## src/rtl/mips_bus_pkg.sv

```systemverilog
// Shared types for the MIPS bus interface unit: access sizes, FSM states and
// requester identity.
package mips_bus_pkg;

  typedef enum logic [1:0] {
    BYTE   = 2'd0,
    HALF   = 2'd1,
    WORD   = 2'd2,
    DOUBLE = 2'd3
  } size_t;

  typedef enum logic [1:0] {
    S_IDLE   = 2'd0,
    S_ACCESS = 2'd1,
    S_DONE   = 2'd2
  } bus_state_t;

  typedef enum logic {
    PORT_IF = 1'b0,
    PORT_D  = 1'b1
  } port_t;

  // Number of bytes moved by an access of the given size.
  function automatic logic [3:0] size_bytes(size_t s);
    return 4'd1 << s;
  endfunction

endpackage

```

## src/rtl/mips_bus_lane.sv

```systemverilog
// Byte-lane steering for the bus master: byteenable generation, store data
// alignment and load data extraction with sign/zero extension (little-endian).
module mips_bus_lane
  import mips_bus_pkg::*;
#(
  parameter  int DATA_W = 32,
  localparam int BE_W   = DATA_W / 8,
  localparam int OFF    = $clog2(BE_W)
) (
  input  logic [OFF-1:0]    lo_i,
  input  size_t             size_i,
  input  logic              uns_i,
  input  logic [DATA_W-1:0] wdata_i,
  input  logic [DATA_W-1:0] rdata_i,
  output logic [BE_W-1:0]   be_o,
  output logic [DATA_W-1:0] wdata_al_o,
  output logic [DATA_W-1:0] rdata_ext_o
);

  localparam int IW = $clog2(DATA_W);

  logic [3:0]        nbytes;
  logic [6:0]        nbits;
  logic [8:0]        full;
  logic [DATA_W-1:0] shifted;
  logic [IW-1:0]     top_idx;
  logic              sign;

  // Lane masks, store shift and load extract/extend are purely combinational.
  always_comb begin
    nbytes      = size_bytes(size_i);
    nbits       = {nbytes, 3'b000};
    full        = (9'd1 << nbytes) - 9'd1;
    be_o        = full[BE_W-1:0] << lo_i;
    wdata_al_o  = wdata_i << {lo_i, 3'b000};
    shifted     = rdata_i >> {lo_i, 3'b000};
    top_idx     = IW'(nbits - 7'd1);
    sign        = shifted[top_idx] & ~uns_i;
    rdata_ext_o = '0;
    for (int i = 0; i < DATA_W; i++) begin
      rdata_ext_o[i] = (i < int'(nbits)) ? shifted[i] : sign;
    end
  end

endmodule

```

## src/rtl/mips_bus_master.sv

```systemverilog
// Bus interface unit between the multicycle MIPS core and an Avalon-style bus.
// Arbitrates fetch vs. data (data wins), runs one transaction at a time and
// honours waitrequest. Optional macro MIPS_BUS_MISALIGN_TRAP_EN: misaligned
// requests skip the bus and complete with d_err; otherwise the byte offset is
// forced down to the access alignment.
module mips_bus_master
  import mips_bus_pkg::*;
#(
  parameter  int ADDR_W = 32,
  parameter  int DATA_W = 32,
  localparam int BE_W   = DATA_W / 8,
  localparam int OFF    = $clog2(BE_W)
) (
  input  logic              clk,
  input  logic              reset,
  input  logic              if_req,
  input  logic [ADDR_W-1:0] if_addr,
  output logic              if_done,
  output logic [31:0]       if_rdata,
  input  logic              d_req,
  input  logic              d_we,
  input  logic [1:0]        d_size,
  input  logic              d_unsigned,
  input  logic [ADDR_W-1:0] d_addr,
  input  logic [DATA_W-1:0] d_wdata,
  output logic              d_done,
  output logic [DATA_W-1:0] d_rdata,
  output logic              d_err,
  output logic              busy,
  output logic [ADDR_W-1:0] address,
  output logic              read,
  output logic              write,
  input  logic              waitrequest,
  output logic [DATA_W-1:0] writedata,
  output logic [BE_W-1:0]   byteenable,
  input  logic [DATA_W-1:0] readdata
);

  bus_state_t        state_q, state_d;
  port_t             port_q;
  logic              we_q, uns_q, err_q;
  size_t             size_q;
  logic [OFF-1:0]    lo_q;
  logic [ADDR_W-1:0] addr_q;
  logic [DATA_W-1:0] wdata_q, d_rdata_q;
  logic [31:0]       if_rdata_q;

  logic              sel_d, req_any, trap;
  size_t             req_size;
  logic [ADDR_W-1:0] req_addr;
  logic [OFF-1:0]    req_lo, req_mask;

  logic [BE_W-1:0]   lane_be;
  logic [DATA_W-1:0] lane_wdata, lane_rdata;

  // Arbitration and request decode; only meaningful while IDLE.
  always_comb begin
    sel_d    = d_req;
    req_any  = d_req | if_req;
    req_addr = sel_d ? d_addr : if_addr;
    if (!sel_d)                               req_size = WORD;
    else if (DATA_W == 32 && d_size == 2'd3)  req_size = WORD;
    else                                      req_size = size_t'(d_size);
    req_lo   = req_addr[OFF-1:0];
    req_mask = OFF'(size_bytes(req_size) - 4'd1);
`ifdef MIPS_BUS_MISALIGN_TRAP_EN
    trap     = |(req_lo & req_mask);
`else
    trap     = 1'b0;
`endif
  end

  // State register.
  always_ff @(posedge clk) begin
    if (reset) state_q <= S_IDLE;
    else       state_q <= state_d;
  end

  // Next-state logic.
  always_comb begin
    state_d = state_q;
    case (state_q)
      S_IDLE:   if (req_any) state_d = trap ? S_DONE : S_ACCESS;
      S_ACCESS: if (!waitrequest) state_d = S_DONE;
      S_DONE:   state_d = S_IDLE;
      default:  state_d = S_IDLE;
    endcase
  end

  // Request latch in IDLE and read-data capture on the accepting ACCESS cycle.
  always_ff @(posedge clk) begin
    if (reset) begin
      port_q     <= PORT_IF;
      we_q       <= 1'b0;
      uns_q      <= 1'b0;
      err_q      <= 1'b0;
      size_q     <= BYTE;
      lo_q       <= '0;
      addr_q     <= '0;
      wdata_q    <= '0;
      d_rdata_q  <= '0;
      if_rdata_q <= '0;
    end else begin
      case (state_q)
        S_IDLE: if (req_any) begin
          port_q  <= sel_d ? PORT_D : PORT_IF;
          we_q    <= sel_d & d_we;
          uns_q   <= sel_d ? d_unsigned : 1'b1;
          err_q   <= trap;
          size_q  <= req_size;
          lo_q    <= req_lo & ~req_mask;
          addr_q  <= {req_addr[ADDR_W-1:OFF], {OFF{1'b0}}};
          wdata_q <= sel_d ? d_wdata : '0;
          if (trap) begin
            if (sel_d) d_rdata_q  <= '0;
            else       if_rdata_q <= '0;
          end
        end
        S_ACCESS: if (!waitrequest) begin
          if (port_q == PORT_D) d_rdata_q  <= lane_rdata;
          else                  if_rdata_q <= lane_rdata[31:0];
        end
        default: ;
      endcase
    end
  end

  mips_bus_lane #(.DATA_W(DATA_W)) u_lane (
    .lo_i       (lo_q),
    .size_i     (size_q),
    .uns_i      (uns_q),
    .wdata_i    (wdata_q),
    .rdata_i    (readdata),
    .be_o       (lane_be),
    .wdata_al_o (lane_wdata),
    .rdata_ext_o(lane_rdata)
  );

  // Outputs decoded from state; strobes and lanes only live in ACCESS.
  always_comb begin
    busy       = (state_q != S_IDLE);
    read       = (state_q == S_ACCESS) & ~we_q;
    write      = (state_q == S_ACCESS) & we_q;
    if_done    = (state_q == S_DONE) & (port_q == PORT_IF);
    d_done     = (state_q == S_DONE) & (port_q == PORT_D);
    d_err      = d_done & err_q;
    byteenable = (state_q == S_ACCESS) ? lane_be : '0;
    address    = addr_q;
    writedata  = lane_wdata;
    if_rdata   = if_rdata_q;
    d_rdata    = d_rdata_q;
  end

endmodule

```

## config.mk

```make
export PLATFORM = sky130hd
export DESIGN_NAME = mips_bus_master
export DESIGN_NICKNAME = d
export VERILOG_FILES = /design/src/rtl/mips_bus_pkg.sv /design/src/rtl/mips_bus_lane.sv /design/src/rtl/mips_bus_master.sv
export SDC_FILE = /design/constraint.sdc
export NUM_CORES = 1
export LEC_CHECK = 0
export ABC_AREA = 1
export CAP_MARGIN = 40
export CORE_AREA = 2 2 131 145
export DETAILED_ROUTE_END_ITERATION = 7
export DIE_AREA = 0 0 133 147
export PLACE_DENSITY = 0.82
export SLEW_MARGIN = 20
export SYNTH_ARGS = -nofsm -noshare
export SYNTH_HDL_FRONTEND = slang
export SYNTH_HIERARCHICAL = 1
export SYNTH_SLANG_ARGS = --single-unit
```

## constraint.sdc

```tcl
create_clock -name clk -period 1.8 [get_ports clk]
set_input_delay 0.36 -clock clk [delete_from_list [all_inputs] [get_ports clk]]
set_output_delay 0.36 -clock clk [all_outputs]
set_load 0.01 [all_outputs]
```

==> reports/metrics.yaml, run 1 <==
min_path:
  hold_class: "primary input to flop"
power:
  p_leak_nw: 5.08
  peakVddDrop_mv: 0.660
  pwr-share-comb_pct: 29.9
  seqPwrFrac_pct: 35.7
  clkPwrFrac_pct: 34.4
  powerDensity_nw_per_um2: 820
  p_int_mw: 6.29
  power.net_switching_mw: 3.06
  p_sw_share_pct: 32.7
synthesis:
  synthCells: 1136
  synth_area_leaders: "dfxtp_1 38%, nand2_1 20%, nor2_1 12%, inv_1 5.2%, o21ai_0 4.5%"
  ys_types: 35
  synth.avg_cell_area_um2: 6.27
  ys_ff_latch: 135
  synth_top_cell_area_share_pct: 38.0
  synth_warnings: 6
  seq_area_frac_synth_pct: 38.0
  syn-cell-area_um2: 7120
  yosys.area.top_type: "dfxtp_1"
clock_tree:
  path_clk_slew_ns: 0.06
  cts_buffer_depth: 2
  ctsHtreeMaxLevel: 4
  cts.sinks: 135
  clock_latency_ns: 0.42
  cts-root-buf: "clkbuf_16"
  cts_tree: "done"
  hold_buffers: 0
  numCtsBuffers: 17
floorplanning:
  fp.dieArea_um2: 19600
  die_x_um: 133
  start_util_pct: 39.2
  die_h_um: 147
  core_um2: 18200
  rows: 52
  num_io_pins: 275
timing:
  timing.fmax_mhz: 493
  rsz0062_at_grt: "yes"
  setup_viol: 85
  hold_viol_final: 0
  drv_slew: 0
  tns_ns: -5.46
  finClkSkew_ns: 0.0101
  fin_ws_ns: -0.229
  period_share_pct: 113
  period_needed_ns: 2.03
placed_design:
  gp_congestion: 0.945
  place_inst: 1630
  dpl_cell_area_um2: 10200
  port-buffer-count: 270
  dp_hpwl_um: 17300
cells_and_area:
  drive_above_1_share_pct: 19.2
  diodes: 0
  fin_cells: 1684
  design_area_um2: 11400
  syn_to_final_growth_pct: 60.1
  nNetsFinal: 1566
global_route:
  grt_util_all_layers_pct: 24.4
  grt_max_degree: 74
  antenna_found_initial: 0
  grt_pass1_vias: 7624
  grt_overflow: 0
  grt_first_pass_wirelength_um: 38200
routing:
  drtIter0Drc: 693
  first_pass_iters: 6
  viasPerCell: 4.89
  drt.antenna.violating_nets: 0
  wl_um: 24900
  post_drt_wl_per_cell_um: 14.8
  drc: 0
  vias: 8242
flow_run:
  cap_violations: 0
critical_path:
  crit_top_cell: "buf_12"
  crit_fanout: 7
  end_kind: "output pin"
  start_kind: "flop"
  worstPathCellList: "buf_12 > buf_12 > clkinv_8 > a22oi_1 > inv_1 > nor2_2 > buf_2"
  crit_path_max_incr_delay_ns: 0.39
  path_class: "flop to output pin"
  critPathArrivalTime_ns: 1.67
  crit_slowest_cell: "dfxtp_4"
  worstPathRequired_ns: 1.44
status:
  outcome: "complete, but fails checks"
  violations: "negative setup slack"
## power groups by stage
stage	combinational, mW	sequential (mW)	clock (mW)
after floorplan	1.26	3.44	0
after global placement	2.42	3.38	0
after detailed placement	2.46	3.39	0
after CTS	2.55	3.33	3.26
after global routing	3.06	3.36	3.39
final	2.79	3.34	3.21
## flip-flops by register name (all words and copies together), names as in the netlist
register  count
address      30
we_q          1
wdata_q      32
state_q       2
port_q        1
size_q        2
lo_q          2
d_rdata      32
uns_q         1
if_rdata     32
## synthesized netlist by cell type
master,number
nor2_1,229
buf_6,13
inv_4,1
inv_2,6
clkinv_1,1
dfxtp_1,135
a21oi_1,49
clkinv_2,1
o221ai_1,1
a22oi_1,9
nor2_8,1
buf_8,4
nand3_4,1
buf_2,13
nor2_4,2
nor2_2,2
o21ai_0,64
conb_1,1
clkbuf_2,2
o21ai_2,1
buf_4,7
inv_1,99
nand4_1,32
clkbuf_1,29
ha_1,1
nand3_2,1
o211ai_1,14
buf_1,10
nor3_1,2
a21oi_2,6
nand3_1,18
o22ai_1,7
nand2_2,3
nand2_1,370
o32ai_1,1
## worst max-delay path: cells and delay by family (launching register included)
family	cells	cell delay, ns
AOI/OAI and AO/OA	1	0.18
buffers and inverters	5	0.58
DFF	1	0.39
and+or+nand+nor	1	0.08
## placed cells by master, fill, tap and decap left out, types with 4 or more instances in the layout
cell,synthesis,layout
buf_6,13,18
o22ai_2,0,7
nor2_4,2,12
nand2_1,370,343
buf_4,7,44
clkdlybuf4s50_1,0,228
a21oi_2,6,9
inv_6,0,6
nand3_1,18,13
nand2_2,3,17
dfxtp_2,0,4
a22oi_2,0,6
o21ai_2,1,8
nand4_1,32,32
o21ai_0,64,43
buf_12,0,15
clkinvlp_4,0,5
clkinv_4,0,4
nor2_2,2,12
nor2_1,229,209
nand2_4,0,13
o211ai_1,14,14
inv_1,99,86
dfxtp_1,135,129
o21ai_1,0,12
buf_8,4,4
a21oi_1,49,46
nand3_4,1,4
clkbuf_16,0,18
buf_2,13,33
inv_2,6,16
## stage by stage
step | total power, mW | worst slack (ns) | util, % | hold slack (ns)
finish | 9.34 | -0.229 | 62.8 | 0.453
global route | 9.81 | -0.313 | 62.8 | 0.471
CTS | 9.15 | -0.132 | 60.3 | 0.438
detailed placement | 5.86 | -0.346 | 56.3 | 0.455
global placement | 5.81 | -0.296 | 56.3 | 0.450
floorplan | 4.70 | 0.00159 | - | 0.443
## logic make-up after synthesis
kind of cell	count (synthesis)	share of synthesized area (%)
AND/OR/NAND/NOR	661	37.2
flip-flops	135	38.0
AO/OA/AOI/OAI	152	12.1
other	1	0.0527
adder cells (fa/ha/maj)	1	0.176
buffers and inverters	186	12.5
## timing repair
item                       in CTS  in global routing
setup buffers                   8                 10
pin swaps                      18                 35
gates resized for setup       253                106
setup endpoints to repair      92                101
gates cloned                    3                  2
## per-layer routing
layer / up-vias / global-route usage [%] / part of all wire (%)
li1: 4120 / - / -
met1: 3716 / 28.5 / 39
met2: 339 / 42.2 / 51
met3: 67 / 5.83 / 6.8
met4: 0 / 10.9 / 3.7
met5: - / 0 / 0
## final timing paths
check / from / endpoint / slack, ns / cells past startpoint
min: reset / address[30] / 0.45 / 5
max reg2reg: lo_q[0] / if_rdata[12] / -0.17 / 16
min reg2reg: wdata_q[0] / wdata_q[0] / 0.47 / 2
max: lo_q[0] / byteenable[3] / -0.23 / 7
## layout make-up
| cell class | count | area, um^2 |
|---|---|---|
| clock buffers | 17 | 425 |
| well taps | 243 | 304 |
| inverters | 108 | 430 |
| repair inverters | 3 | 36.3 |
| clock inverters | 15 | 119 |
| multi-input cells | 817 | 3970 |
| fillers | 1606 | 6760 |
| flip-flops and latches | 135 | 2720 |
| repair buffers | 346 | 3390 |
No activity file was read; power rests on OpenSTA's default activity.
==> run 2, diff against run 1 <==
--- a/config.mk
+++ b/config.mk
@@ -5,12 +5,11 @@
 export SDC_FILE = /design/constraint.sdc
 export NUM_CORES = 1
 export LEC_CHECK = 0
-export ABC_AREA = 1
 export CAP_MARGIN = 40
-export CORE_AREA = 2 2 131 145
+export CORE_AREA = 2 2 129 144
 export DETAILED_ROUTE_END_ITERATION = 7
-export DIE_AREA = 0 0 133 147
-export PLACE_DENSITY = 0.82
+export DIE_AREA = 0 0 131 146
+export PLACE_DENSITY_LB_ADDON = 0.3
 export SLEW_MARGIN = 20
 export SYNTH_ARGS = -nofsm -noshare
 export SYNTH_HDL_FRONTEND = slang
==> run 2 against run 1 <==
The run still ends with negative setup slack left. Critical path depth up 3. Die area down 2.2%. Area after synthesis down 5.1%. Highest routed layer unchanged.
==> reports/metrics.yaml, run 2 <==
synthesis:
  async_flop_share_pct: 0
  syn-cell-area_um2: 6760
  seq_area_frac_synth_pct: 40.0
  synth_warnings: 6
  ys_ff_latch: 135
  synthCells: 850
  yosysMostFrequentCell: "nand2_1"
  yosys.area.top_type: "dfxtp_1"
  synth_area_leaders: "dfxtp_1 40%, a21oi_1 11%, nand2_1 11%, mux2i_1 8.0%, a211oi_1 4.3%"
  synth.avg_cell_area_um2: 7.95
  synth_top_cell_area_share_pct: 40.0
  synth_edf_count: 0
  ys.flop_type: "dfxtp_1"
  ys_types: 51
  synth_commonest_cells: "194 x nand2_1, 148 x a21oi_1, 135 x dfxtp_1"
placed_design:
  pre_cts_ws_ns: -0.327
  dpl_cell_area_um2: 10100
  gp_congestion: 0.822
  port-buffer-count: 269
  dp_hpwl_um: 16800
  place_inst: 1355
min_path:
  hold_class: "primary input to flop"
clock_tree:
  cts_tree: "done"
  numCtsBuffers: 17
  cts_buffer_depth: 2
  cts.sinks: 135
  path_clk_slew_ns: 0.06
  clock_latency_ns: 0.41
  hold_buffers: 0
  ctsHtreeMaxLevel: 4
  cts-root-buf: "clkbuf_16"
routing:
  drtIter0Drc: 417
  wl_um: 24900
  viasPerCell: 5.22
  first_pass_iters: 5
  drt.antenna.violating_nets: 0
  drc: 0
  vias: 7398
  post_drt_wl_per_cell_um: 17.6
cells_and_area:
  fin_cells: 1417
  most-common-layout-cells: "226 x clkdlybuf4s50_1, 177 x nand2_1, 131 x dfxtp_1"
  final_util_pct: 66.0
  drive_above_1_share_pct: 27.0
  syn_to_final_growth_pct: 71.5
  design_area_um2: 11600
  final_common_cell: "clkdlybuf4s50_1"
  fillCellCount: 1433
  nNetsFinal: 1303
floorplanning:
  die_h_um: 146
  fp.dieArea_um2: 19100
  num_io_pins: 275
  core_um2: 17500
  rows: 51
  die_x_um: 131
  start_util_pct: 38.5
critical_path:
  crit_slowest_cell: "dfxtp_4"
  worstPathRequired_ns: 2.09
  path_class: "flop to flop"
  critPathArrivalTime_ns: 2.26
  worstPathCellList: "buf_12 > buf_8 > buf_6 > mux2i_4 > o22ai_4 > o21ai_2 > buf_6 > o211ai_1 > nand2_1 > a21oi_2"
  start_kind: "flop"
  end_kind: "flop"
  crit_buf_inv: 4
  crit_path_max_incr_delay_ns: 0.40
  critPathTopFamily: "compound AO/OA/AOI/OAI gates"
  crit_top_cell: "buf_6"
  crit_fanout: 8
power:
  p_sw_share_pct: 28.2
  p_int_mw: 6.71
  clkPwrFrac_pct: 39.7
  power.net_switching_mw: 2.64
  peakVddDrop_mv: 0.637
  finalPower_mw: 9.35
  powerDensity_nw_per_um2: 806
  p_leak_nw: 4.43
  seqPwrFrac_pct: 35.5
  pwr-share-comb_pct: 24.8
timing:
  fin_ws_ns: -0.167
  hold_viol_final: 0
  drv_slew: 0
  period_share_pct: 109
  period_needed_ns: 1.97
  finClkSkew_ns: 0.00907
  setup_viol: 97
  rsz0062_at_grt: "yes"
  timing.fmax_mhz: 508
status:
  violations: "negative setup slack"
  outcome: "complete, but fails checks"
global_route:
  grt_max_degree: 61
  grt_pass1_vias: 7301
  grt_overflow: 0
  grt_first_pass_wirelength_um: 37900
  grt_util_all_layers_pct: 25.1
  antenna_found_initial: 1
flow_run:
  cap_violations: 0
-- run 2: cell families after synthesis --
group	share of synthesized area (%)
AO/OA/AOI/OAI	22.0
other	0.0555
AND/OR/NAND/NOR	20.7
buffers and inverters	6.35
flip-flops	40.0
adder cells (fa/ha/maj)	0.185
multiplexers	10.7
-- run 2: power groups by stage --
stage               sequential [mW]  clock (mW)  combinational (mW)
CTS                            3.30        3.76                2.22
finish                         3.31        3.71                2.32
floorplan                      3.39           0               0.979
global route                   3.33        3.88                2.50
global placement               3.35           0                2.10
detailed placement             3.36           0                2.11
-- run 2: final cells by class --
class                   count  area (um^2)  share of cell area, %
flip-flops and latches    135         2720                   23.4
well taps                 238          298                   2.57
diodes                      1         2.50                 0.0216
repair buffers            374         3710                   32.0
clock buffers              18          429                   3.70
multi-input cells         633         4220                   36.4
clock inverters            14          198                   1.71
inverters                   4         15.0                  0.130
-- run 2: stage by stage --
step | setup TNS (ns) | hold WS (ns)
finish | -10.87 | 0.334
global route | -18.26 | 0.338
CTS | -10.48 | 0.319
detailed placement | -17.90 | 0.448
global placement | -17.51 | 0.443
floorplan | 0 | 0.439
-- run 2: worst paths after layout --
check	start	to	slack, ns	cells after the start
worst min-delay path	d_req	port_q	0.33	3
worst min register to register	d_rdata[21]	d_rdata[21]	0.45	2
worst max register to register	lo_q[1]	d_rdata[12]	-0.17	10
worst max-delay path	lo_q[1]	d_rdata[12]	-0.17	10
-- run 2: worst reg2reg max path, delay by kind of cell (launching register included) --
kind | cells | cell delay, ns
buffers and inverters | 4 | 0.51
AOI/OAI and AO/OA | 4 | 0.51
DFF | 1 | 0.40
and+or+nand+nor | 1 | 0.11
muxes | 1 | 0.32
-- run 2: metal layers --
metal  global-route usage (%)  routed length (um)
met5                        0                   0
met4                     8.67                 749
met3                     7.02                1790
met2                     43.5               12600
met1                     29.2                9740
-- run 2: repair_timing --
action / 4_1_cts / 5_1_grt
endpoints found under the setup margin: 105 / 105
gates cloned: 5 / 0
gates resized for setup: 235 / 105
endpoints found under the hold margin: 0 / 0
setup buffers: 17 / 12
pin swaps: 9 / 22
==> run 3, diff against run 2 <==
--- a/config.mk
+++ b/config.mk
@@ -6,9 +6,10 @@
 export NUM_CORES = 1
 export LEC_CHECK = 0
 export CAP_MARGIN = 40
-export CORE_AREA = 2 2 129 144
+export CORE_AREA = 2 2 127 142
+export CTS_BUF_LIST = sky130_fd_sc_hd__clkbuf_8
 export DETAILED_ROUTE_END_ITERATION = 7
-export DIE_AREA = 0 0 131 146
+export DIE_AREA = 0 0 129 144
 export PLACE_DENSITY_LB_ADDON = 0.3
 export SLEW_MARGIN = 20
 export SYNTH_ARGS = -nofsm -noshare
==> run 3 against run 2 <==
Clock skew up 0.0049 ns. Wire length about the same. Non-clock buffer count up 10. Critical path depth decreased by 5. Sequential share of layout area rose by 0.19 points. The flow still finishes with violations (negative setup slack). Total power decreased by 13%. Count of clock-buffer cells in the layout up 1. Clock power down 36%. Global-route usage rose by 0.74 points. Via count increased by 1.5%. Largest cell class unchanged. Register-to-register slack is essentially flat. Flip-flop and latch count unchanged.
==> reports/metrics.yaml, run 3 (same netlist as run 2, synthesis figures left out) <==
floorplanning:
  die_x_um: 129
  rows: 51
  die_h_um: 144
  start_util_pct: 39.1
  core_um2: 17300
  fp.dieArea_um2: 18600
  num_io_pins: 275
power:
  p_leak_nw: 4.45
  powerDensity_nw_per_um2: 705
  peakVddDrop_mv: 0.445
cells_and_area:
  syn_to_final_growth_pct: 70.6
  fillCellCount: 1457
  fin_cells: 1427
  multiInputGateArea_um2: 4300
  final_common_cell: "clkdlybuf4s50_1"
  nNetsFinal: 1313
  drive_above_1_share_pct: 29.1
  ff_latch_area_um2: 2720
  most-common-layout-cells: "225 x clkdlybuf4s50_1, 172 x nand2_1, 127 x dfxtp_1"
timing:
  timing.fmax_mhz: 502
  rsz0062_at_grt: "yes"
  setup_viol: 96
  hold_viol_final: 0
  fin_ws_ns: -0.193
  drv_slew: 0
  period_share_pct: 111
  period_needed_ns: 1.99
  tns_ns: -10.48
  finClkSkew_ns: 0.0139
routing:
  wl_um: 24900
  first_pass_iters: 4
  drtIter0Drc: 379
  drt.antenna.violating_nets: 0
  drc: 0
  viasPerCell: 5.26
  vias: 7508
  post_drt_wl_per_cell_um: 17.4
global_route:
  grt_pass1_vias: 7273
  grt_max_degree: 61
  grt_overflow: 0
  grt_first_pass_wirelength_um: 37500
  antenna_found_initial: 1
  grt_util_all_layers_pct: 25.8
clock_tree:
  path_clk_slew_ns: 0.08
  numCtsBuffers: 17
  clock_latency_ns: 0.45
  ctsHtreeMaxLevel: 4
  cts_buffer_depth: 2
  cts_tree: "done"
  cts.sinks: 135
  cts-root-buf: "clkbuf_8"
critical_path:
  crit_slowest_cell: "dfxtp_4"
  path_class: "flop to output pin"
  critPathArrivalTime_ns: 1.63
  start_kind: "flop"
  worstPathRequired_ns: 1.44
  end_kind: "output pin"
  crit_fanout: 16
  worstPathCellList: "buf_12 > nor2b_1 > a211oi_2 > a21oi_2 > buf_2"
  crit_path_max_incr_delay_ns: 0.40
placed_design:
  dp_hpwl_um: 16900
  port-buffer-count: 269
  gp_congestion: 0.864
  place_inst: 1351
flow_run:
  cap_violations: 0
min_path:
  hold_class: "primary input to flop"
status:
  outcome: "complete, but fails checks"
  violations: "negative setup slack"
run 3: cell types whose count changed in the layout (fill, tap and decap cells not counted), sizes merged, moves of 2 or more:
cell | previous run | this run
buf | 141 | 155
clkinv | 2 | 8
clkinvlp | 5 | 0
bufinv | 4 | 1
dlygate4sd2 | 2 | 0
run 3: per-layer routing:
metal | routed length (um) | global-route usage [%]
met1 | 9850 | 29.8
met2 | 12500 | 44.6
met3 | 1860 | 8.03
met4 | 699 | 10.0
met5 | 0 | 0
run 3: worst max-delay path: cells and delay by family, from the launching register on:
| kind | cells | cell delay (ns) |
|---|---|---|
| flip-flops | 1 | 0.40 |
| buffers and inverters | 2 | 0.33 |
| AND/OR/NAND/NOR | 1 | 0.09 |
| AO/OA/AOI/OAI | 2 | 0.36 |
run 3: final timing paths:
kind                   endpoint  cells after the start  slack, ns         start
setup / recovery  writedata[30]                      5      -0.19       lo_q[1]
hold / removal       address[6]                      2       0.20         reset
setup reg to reg    d_rdata[27]                     11      -0.17       lo_q[1]
hold reg to reg    if_rdata[20]                      2       0.46  if_rdata[20]
run 3: layout make-up:
| cell class | count | area share, % |
|---|---|---|
| Antenna cell | 1 | 0.0217 |
| Clock buffer | 19 | 2.27 |
| Clock inverter | 13 | 0.923 |
| Inverter | 4 | 0.130 |
| Multi-Input combinational cell | 633 | 37.3 |
| Sequential cell | 135 | 23.6 |
| Tap cell | 238 | 2.58 |
| Timing Repair Buffer | 384 | 33.1 |
run 3: repair_timing:
action                                  in CTS  in global routing
setup buffers                               34                  7
pin swaps                                   19                 34
gates resized for setup                    261                111
gates cloned                                 4                  0
endpoints found under the setup margin     106                103
hold buffers                                 0                  0
run 3: where the power goes:
group	leakage (nW)	internal, mW	switching (mW)	total (mW)
logic	3.14	1.29	1.17	2.45
registers	1.11	3.17	0.142	3.31
clock network	0.202	1.16	1.21	2.36
total	4.45	5.61	2.51	8.12
run 3: metrics by stage:
step	instance area [um^2]	total power, mW	worst slack, ns	hold WS, ns	utilization (%)
floorplan	6790	4.37	0.00000988	0.439	-
global placement	10100	5.43	-0.354	0.444	58.5
detailed placement	10100	5.46	-0.401	0.447	58.5
CTS	11100	8.03	-0.180	0.167	64.1
global route	11500	8.51	-0.248	0.179	66.6
finish	11500	8.12	-0.193	0.203	66.7
